## src/rtl/sobel_pkg.sv

```systemverilog
// Shared types and constants for the streaming 3x3 Sobel engine.
package sobel_pkg;

   typedef enum logic [1:0] {FILL, RUN, EOL, FLUSH} state_t;

   // Mask rows are ordered top, middle, bottom; columns left, centre, right.
   localparam int K_GX [3][3] = '{'{-1, 0, 1}, '{-2, 0, 2}, '{-1, 0, 1}};
   localparam int K_GY [3][3] = '{'{ 1, 2, 1}, '{ 0, 0, 0}, '{-1, -2, -1}};

   function automatic int calc_g_w(input int pix_w);
      return pix_w + 3;
   endfunction

   function automatic int addr_w(input int n);
      return (n > 1) ? $clog2(n) : 1;
   endfunction

endpackage

```

## src/rtl/sobel_line_buffer.sv

```systemverilog
// Two-row line store for the Sobel window; the oldest row is overwritten as the new row arrives.
module sobel_line_buffer
   import sobel_pkg::*;
#(
   parameter int IMG_W = 256,
   parameter int PIX_W = 8,
   localparam int AW = addr_w(IMG_W)
) (
   input  logic             clk,
   input  logic             rst,
   input  logic [AW-1:0]    rd_addr,
   input  logic             wr_en,
   input  logic             wr_both,
   input  logic [AW-1:0]    wr_addr,
   input  logic [PIX_W-1:0] wr_data,
   input  logic             rotate,
   output logic [PIX_W-1:0] rd_top,
   output logic [PIX_W-1:0] rd_mid
);

   logic [PIX_W-1:0] mem_a [IMG_W];
   logic [PIX_W-1:0] mem_b [IMG_W];
   logic [PIX_W-1:0] rd_a;
   logic [PIX_W-1:0] rd_b;
   logic             sel;
   logic             we_a;
   logic             we_b;

   // sel=0: bank A holds the older (top) row.
   assign we_a = wr_en && (wr_both || !sel);
   assign we_b = wr_en && (wr_both || sel);

   always_ff @(posedge clk) begin
      rd_a <= mem_a[rd_addr];
      rd_b <= mem_b[rd_addr];
      if (we_a) mem_a[wr_addr] <= wr_data;
      if (we_b) mem_b[wr_addr] <= wr_data;
   end

   always_ff @(posedge clk) begin
      if (rst)         sel <= 1'b0;
      else if (rotate) sel <= ~sel;
   end

   assign rd_top = sel ? rd_b : rd_a;
   assign rd_mid = sel ? rd_a : rd_b;

endmodule

```

## src/rtl/sobel_stream_core.sv

```systemverilog
// Streaming 3x3 Sobel core: raster pixels in, Gx/Gy/magnitude/edge out with replicate padding.
module sobel_stream_core
   import sobel_pkg::*;
#(
   parameter int IMG_W = 256,
   parameter int IMG_H = 256,
   parameter int PIX_W = 8,
   localparam int G_W = calc_g_w(PIX_W)
) (
   input  logic             clk,
   input  logic             rst,
   input  logic             s_valid,
   output logic             s_ready,
   input  logic [PIX_W-1:0] s_data,
   input  logic [G_W-1:0]   thresh,
   output logic             m_valid,
   input  logic             m_ready,
   output logic [G_W-1:0]   m_gx,
   output logic [G_W-1:0]   m_gy,
   output logic [G_W-1:0]   m_mag,
   output logic             m_edge,
   output logic             m_eol,
   output logic             m_last
);

   localparam int AW = addr_w(IMG_W);
   localparam int RW = addr_w(IMG_H);

   state_t state, state_nxt;
   logic [AW-1:0] col, col_nxt;
   logic [RW-1:0] row;
   logic fl_eol, fl_done;
   logic col_last, row_last, ld_ok, s_ready_c;
   logic adv, emit, emit_eol, emit_last, lb_we, lb_both, rotate;
   logic row_inc, row_clr, fl_eol_set, fl_done_set;

   logic [PIX_W-1:0] lb_top, lb_mid;
   logic [PIX_W-1:0] p_col [3];
   logic [PIX_W-1:0] wl_p0 [3];
   logic [PIX_W-1:0] wc_p0 [3];
   logic [PIX_W-1:0] win [3][3];

   int acc_x, acc_y;
   logic signed [G_W-1:0] gx_c, gy_c;
   logic [G_W:0]          mag_sum;
   logic [G_W-1:0]        mag_c;

   logic                  vld_p1;
   logic signed [G_W-1:0] gx_p1, gy_p1;
   logic [G_W-1:0]        mag_p1;
   logic                  edge_p1, eol_p1, last_p1;

   function automatic logic [G_W-1:0] abs_g(input logic signed [G_W-1:0] v);
      return v[G_W-1] ? -v : v;
   endfunction

   function automatic logic [G_W-1:0] sat_mag(input logic [G_W:0] s);
      return s[G_W] ? {G_W{1'b1}} : s[G_W-1:0];
   endfunction

   assign col_last  = (col == AW'(IMG_W - 1));
   assign row_last  = (row == RW'(IMG_H - 1));
   assign ld_ok     = !vld_p1 || m_ready;
   assign s_ready   = s_ready_c && !rst;

   always_comb begin
      state_nxt   = state;
      s_ready_c   = 1'b0;
      adv         = 1'b0;
      emit        = 1'b0;
      emit_eol    = 1'b0;
      emit_last   = 1'b0;
      lb_we       = 1'b0;
      lb_both     = 1'b0;
      rotate      = 1'b0;
      row_inc     = 1'b0;
      row_clr     = 1'b0;
      fl_eol_set  = 1'b0;
      fl_done_set = 1'b0;
      unique case (state)
         FILL: begin
            // Row 0 goes into both banks so it also serves as the padded row -1.
            s_ready_c = 1'b1;
            if (s_valid) begin
               adv     = 1'b1;
               lb_we   = 1'b1;
               lb_both = 1'b1;
               if (col_last) begin
                  row_inc   = 1'b1;
                  state_nxt = RUN;
               end
            end
         end
         RUN: begin
            s_ready_c = ld_ok;
            if (s_valid && ld_ok) begin
               adv   = 1'b1;
               lb_we = 1'b1;
               emit  = (col != '0);
               if (col_last) state_nxt = EOL;
            end
         end
         EOL: begin
            if (ld_ok) begin
               emit     = 1'b1;
               emit_eol = 1'b1;
               rotate   = 1'b1;
               if (row_last) begin
                  state_nxt = FLUSH;
               end else begin
                  row_inc   = 1'b1;
                  state_nxt = RUN;
               end
            end
         end
         FLUSH: begin
            // Final row replays the middle bank as its own bottom neighbour.
            if (fl_done) begin
               if (vld_p1 && m_ready && last_p1) begin
                  row_clr   = 1'b1;
                  state_nxt = FILL;
               end
            end else if (ld_ok) begin
               if (fl_eol) begin
                  emit        = 1'b1;
                  emit_eol    = 1'b1;
                  emit_last   = 1'b1;
                  fl_done_set = 1'b1;
               end else begin
                  adv        = 1'b1;
                  emit       = (col != '0);
                  fl_eol_set = col_last;
               end
            end
         end
         default: state_nxt = FILL;
      endcase
   end

   assign col_nxt = adv ? (col_last ? '0 : col + AW'(1)) : col;

   always_ff @(posedge clk) begin
      if (rst) begin
         state   <= FILL;
         col     <= '0;
         row     <= '0;
         fl_eol  <= 1'b0;
         fl_done <= 1'b0;
      end else begin
         state <= state_nxt;
         col   <= col_nxt;
         if (row_clr)      row <= '0;
         else if (row_inc) row <= row + RW'(1);
         if (fl_done_set)     fl_eol <= 1'b0;
         else if (fl_eol_set) fl_eol <= 1'b1;
         if (row_clr)          fl_done <= 1'b0;
         else if (fl_done_set) fl_done <= 1'b1;
      end
   end

   sobel_line_buffer #(.IMG_W(IMG_W), .PIX_W(PIX_W)) u_lb (
      .clk     (clk),
      .rst     (rst),
      .rd_addr (col_nxt),
      .wr_en   (lb_we),
      .wr_both (lb_both),
      .wr_addr (col),
      .wr_data (s_data),
      .rotate  (rotate),
      .rd_top  (lb_top),
      .rd_mid  (lb_mid)
   );

   // Stage p0: column window, left/centre registered, right is the incoming column.
   assign p_col[0] = lb_top;
   assign p_col[1] = lb_mid;
   assign p_col[2] = (state == FLUSH) ? lb_mid : s_data;

   always_ff @(posedge clk) begin
      if (adv) begin
         for (int i = 0; i < 3; i++) begin
            wl_p0[i] <= (col == '0) ? p_col[i] : wc_p0[i];
            wc_p0[i] <= p_col[i];
         end
      end
   end

   always_comb begin
      for (int i = 0; i < 3; i++) begin
         win[i][0] = wl_p0[i];
         win[i][1] = wc_p0[i];
         win[i][2] = emit_eol ? wc_p0[i] : p_col[i];
      end
   end

   always_comb begin
      acc_x = 0;
      acc_y = 0;
      for (int i = 0; i < 3; i++) begin
         for (int j = 0; j < 3; j++) begin
            acc_x = acc_x + K_GX[i][j] * int'(win[i][j]);
            acc_y = acc_y + K_GY[i][j] * int'(win[i][j]);
         end
      end
      gx_c    = acc_x[G_W-1:0];
      gy_c    = acc_y[G_W-1:0];
      mag_sum = {1'b0, abs_g(gx_c)} + {1'b0, abs_g(gy_c)};
      mag_c   = sat_mag(mag_sum);
   end

   // Stage p1: output register, held while downstream stalls.
   always_ff @(posedge clk) begin
      if (rst) begin
         vld_p1  <= 1'b0;
         gx_p1   <= '0;
         gy_p1   <= '0;
         mag_p1  <= '0;
         edge_p1 <= 1'b0;
         eol_p1  <= 1'b0;
         last_p1 <= 1'b0;
      end else if (emit) begin
         vld_p1  <= 1'b1;
         gx_p1   <= gx_c;
         gy_p1   <= gy_c;
         mag_p1  <= mag_c;
         edge_p1 <= (mag_c >= thresh);
         eol_p1  <= emit_eol;
         last_p1 <= emit_last;
      end else if (m_ready) begin
         vld_p1 <= 1'b0;
      end
   end

   assign m_valid = vld_p1;
   assign m_gx    = gx_p1;
   assign m_gy    = gy_p1;
   assign m_mag   = mag_p1;
   assign m_edge  = edge_p1;
   assign m_eol   = eol_p1;
   assign m_last  = last_p1;

endmodule

```

## config.mk

```make
export PLATFORM = sky130hd
export DESIGN_NAME = sobel_stream_core
export DESIGN_NICKNAME = d
export VERILOG_FILES = /design/src/rtl/sobel_pkg.sv /design/src/rtl/sobel_line_buffer.sv /design/src/rtl/sobel_stream_core.sv
export SDC_FILE = /design/constraint.sdc
export NUM_CORES = 2
export LEC_CHECK = 0
export BUFFER_PORTS_ARGS = -buffer_cell sky130_fd_sc_hd__buf_2
export CAP_MARGIN = 20
export CELL_PAD_IN_SITES_DETAIL_PLACEMENT = 0
export CELL_PAD_IN_SITES_GLOBAL_PLACEMENT = 2
export CORE_MARGIN = 2
export CORE_UTILIZATION = 40
export CTS_BUF_LIST = sky130_fd_sc_hd__clkbuf_16
export CTS_CLUSTER_DIAMETER = 120
export DETAILED_ROUTE_END_ITERATION = 8
export PLACE_DENSITY = 0.66
export SLEW_MARGIN = 30
export SYNTH_ARGS = -nofsm -noshare
export SYNTH_HDL_FRONTEND = slang
export SYNTH_HIERARCHICAL = 1
export SYNTH_MEMORY_MAX_BITS = 65536
export SYNTH_SLANG_ARGS = --single-unit
```

## constraint.sdc

```tcl
create_clock -name clk -period 11.5 [get_ports clk]
set_clock_uncertainty 0.1 [all_clocks]
set_input_delay 2.3 -clock clk [delete_from_list [all_inputs] [get_ports clk]]
set_output_delay 2.3 -clock clk [all_outputs]
set_load 0.1 [all_outputs]
```

==> results.py <==
metrics = {
    "sta": {
        "tns_ns": 0,
        "period_share_pct": 84.8,
        "rsz0062_at_grt": "no",
        "whs_ns": 0.346,
        "drv_slew": 0,
        "slew_headroom_pct": 25.7,
        "tightest_slew_ns": 1.10,
        "finalHoldViolations": 0,
        "setup_violations": 0,
        "max_freq_mhz": 102,
        "min_period_ns": 9.76,
    },
    "placed_design": {
        "post_dp_cell_area_sq_um": 175000,
        "dpl.hpwl_mm": 291,
        "gp_congestion": 0.830,
        "io_buffers": 60,
    },
    "critical_path": {
        "worstPathRequired_ns": 12.23,
        "start_kind": "input pin",
        "crit_type": "input pin to flop",
        "cpMaxStageDelayCell": "a221oi_1",
        "r2r_setup_slack_ns": 2.57,
        "critPathMaxStageDelay_ns": 0.55,
        "cp.arrival_ns": 10.49,
        "path_max_fanout": 8,
        "end_kind": "flop",
    },
    "logic_synthesis": {
        "syn_avg_cell_area_sq_um": 19.4,
        "synthMuxAreaShare_pct": 14.6,
        "ys_seq_elements": 4218,
        "synth-async-reset-ratio_pct": 0,
        "synthFlopType": "edfxtp_1",
        "synth_top_family_by_area": "multiplexers",
        "syn_nets": 8826,
        "synth-simple-area-share_pct": 2.99,
        "yosysSeqAreaShare_pct": 74.6,
        "synth_warnings": 6,
        "synth_xor_area_share_pct": 0.374,
        "syn_inst": 8680,
        "synth_adder_area_share_pct": 1.19,
        "synth_compound_area_share_pct": 3.91,
        "synth_edf_count": 4144,
        "synth.distinct_cells": 81,
        "mappedNetlistArea_sq_um": 169000,
    },
    "power": {
        "power.density_nw_per_um2": 231,
        "p_int_uw": 30200,
        "totalPowerFinal_uw": 43800,
        "combPwrFrac_pct": 29.9,
        "p_sw_uw": 13600,
        "p_leak_uw": 0.0610,
        "switching_share_pct": 31.1,
        "irDropWorstVdd_uv": 934,
        "clockPowerShare_pct": 31.4,
        "power_frac_seq_pct": 38.8,
    },
    "clock_tree": {
        "cts.clk_slew.worst_paths_ns": 0.06,
        "cts_tree": "yes",
        "clock_latency_ns": 1.00,
        "cts_hold_buf": 0,
        "clk_path_buf_depth": 4,
        "clock-sinks": 4218,
        "cts_made_buffers": 437,
        "cts.repair.resized": 0,
        "post-cts-setup-buffers": 0,
        "root_buffer": "clkbuf_16",
        "htreeDepth": 5,
    },
    "grt": {
        "grt_pass1_vias": 86300,
        "grt_pass1_wl_mm": 668,
        "grt_overflow": 0,
        "grt_start_max_net_pins": 164,
        "grt_use_total_pct": 21.9,
        "antenna_found_initial": 28,
    },
    "routing": {
        "viasPerCell": 5.79,
        "drc": 0,
        "dr.pass1.iters": 5,
        "vias": 86200,
        "ant_nets": 0,
        "avgRoutedWirePerCell_microns": 31.8,
        "drtIter0Drc": 9229,
        "routed_wl_mm": 474,
    },
    "hold_path": {
        "worstHoldPathType": "flop to flop",
    },
    "floorplan": {
        "die_x_microns": 654,
        "row_count": 238,
        "dieArea_sq_um": 427000,
        "io_pins": 61,
        "core-area_sq_um": 420000,
        "die_h_microns": 654,
        "start_util_pct": 40.2,
    },
    "status": {
        "status": "completed",
    },
    "final_layout": {
        "area.growth.synth_to_final_pct": 12.3,
        "stdcell_area_sq_um": 190000,
        "final_nets": 9026,
        "num-fill-cells": 35600,
        "layout-drive-gt1-share_pct": 19.4,
    },
    "job": {
        "maxCapViolations": 0,
    },
}
[per-stage QoR]
| step | cells | util (%) | setup WS (ns) |
|---|---|---|---|
| 3_5_place_dp | 14100 | 41.8 | 0.656 |
| 5_1_grt | 14900 | 45.1 | 1.15 |
| 6_report | 14900 | 45.1 | 1.74 |
| 3_3_place_gp | 14100 | 41.7 | 0.637 |
| 2_1_floorplan | 8680 | - | 1.24 |
| 4_1_cts | 14900 | 45.1 | 1.70 |
[synthesized netlist by cell type (all sizes together) (72+ instances only)]
cell type | instances | area [sq um]
edfxtp | 4144 | 124000
mux4 | 776 | 17500
mux2i | 676 | 6770
nor2 | 622 | 2340
buf | 274 | 2400
o221ai | 267 | 2340
clkbuf | 249 | 936
nand2 | 222 | 833
a21oi | 182 | 933
o22ai | 176 | 1100
nor3 | 155 | 781
inv | 139 | 522
o21ai | 114 | 571
dfxtp | 74 | 1480
a22oi | 72 | 541
[final timing paths]
path | start | to | cells past startpoint
worst max-delay path | m_ready | m_edge$_SDFFE_PP0P_ | 34
worst min-delay path | m_gx[3]$_SDFFE_PP0P_ | m_gx[3]$_SDFFE_PP0P_ | 2
worst max register to register | state[0]$_SDFFE_PP0P_ | m_edge$_SDFFE_PP0P_ | 31
worst min register to register | m_gx[3]$_SDFFE_PP0P_ | m_gx[3]$_SDFFE_PP0P_ | 2
[power by group through the flow]
stage               combinational (uW)  sequential, uW  clock (uW)
floorplan                        10200           17300           0
global placement                 13400           17300           0
detailed placement               13200           17300           0
CTS                              13200           17000       14000
global route                     14500           17000       14600
finish                           13100           17000       13700
[layout make-up]
class,instances,area (sq um),share of cell area (%)
Antenna cell,12,30.0,0.0158
Clock buffer,447,11200,5.90
Clock inverter,358,2720,1.44
Inverter,140,538,0.284
Multi-Input combinational cell,3799,39500,20.8
Sequential cell,4218,126000,66.4
Tap cell,5640,7060,3.72
Timing Repair Buffer,284,2640,1.39
[layout by cell type, fill, tap and decap left out, types with 15 or more instances in the layout]
master,Yosys,final
nand2_1,222,209
a211oi_1,27,26
nor4_1,19,15
a31oi_1,17,17
a22oi_1,72,72
bufinv_16,0,36
xnor2_1,41,39
nor3_1,154,131
ha_1,60,60
o221ai_1,266,266
nor2_1,618,606
o21ai_0,96,91
clkinvlp_4,0,15
clkinv_2,0,70
mux2i_1,676,676
dfxtp_1,74,74
nor3_2,1,23
mux2_2,38,38
a21oi_1,176,176
clkbuf_16,0,447
nand4_1,24,24
mux4_2,773,773
buf_4,37,174
clkinv_1,1,119
o21ai_1,18,18
xor2_1,31,31
buf_12,20,37
nand3_1,31,22
inv_1,138,227
buf_2,78,52
a22o_1,15,15
edfxtp_1,4144,4144
o22ai_1,176,176
fa_1,63,63
nor2b_1,32,29
[layer usage]
layer,vias to the layer above,wire length (microns),track usage (%)
met2,3001,226000,35.2
li1,36000,-,-
met5,-,0,0
met1,46600,203000,31.1
met4,0,15300,6.58
met3,629,29800,2.84
[cell families after synthesis]
kind of cell,after synthesis
multiplexers,1491
XOR/XNOR,72
AND/OR/NAND/NOR,1168
flip-flops,4218
buffers and inverters,663
adder cells (fa/ha/maj),123
AO/OA/AOI/OAI,945
[worst max-delay path, delay by kind of cell]
kind                     cells  cell delay, ns
AO/OA/AOI/OAI               15            3.21
adder cells (fa/ha/maj)      7            2.67
AND/OR/NAND/NOR              7            1.34
buffers and inverters        4            0.50
XOR/XNOR                     1            0.47
[state kept, by name, indices dropped and copies added (netlist names), 2 cells and up]
name,cells
u_lb/mem_b,2048
row,8
col,8
wc_p0,24
u_lb/rd_a,8
m_mag,11
u_lb/rd_b,8
m_gy,11
wl_p0,24
state,2
m_gx,11
u_lb/mem_a,2048
No activity file was read; power rests on OpenSTA's default activity.
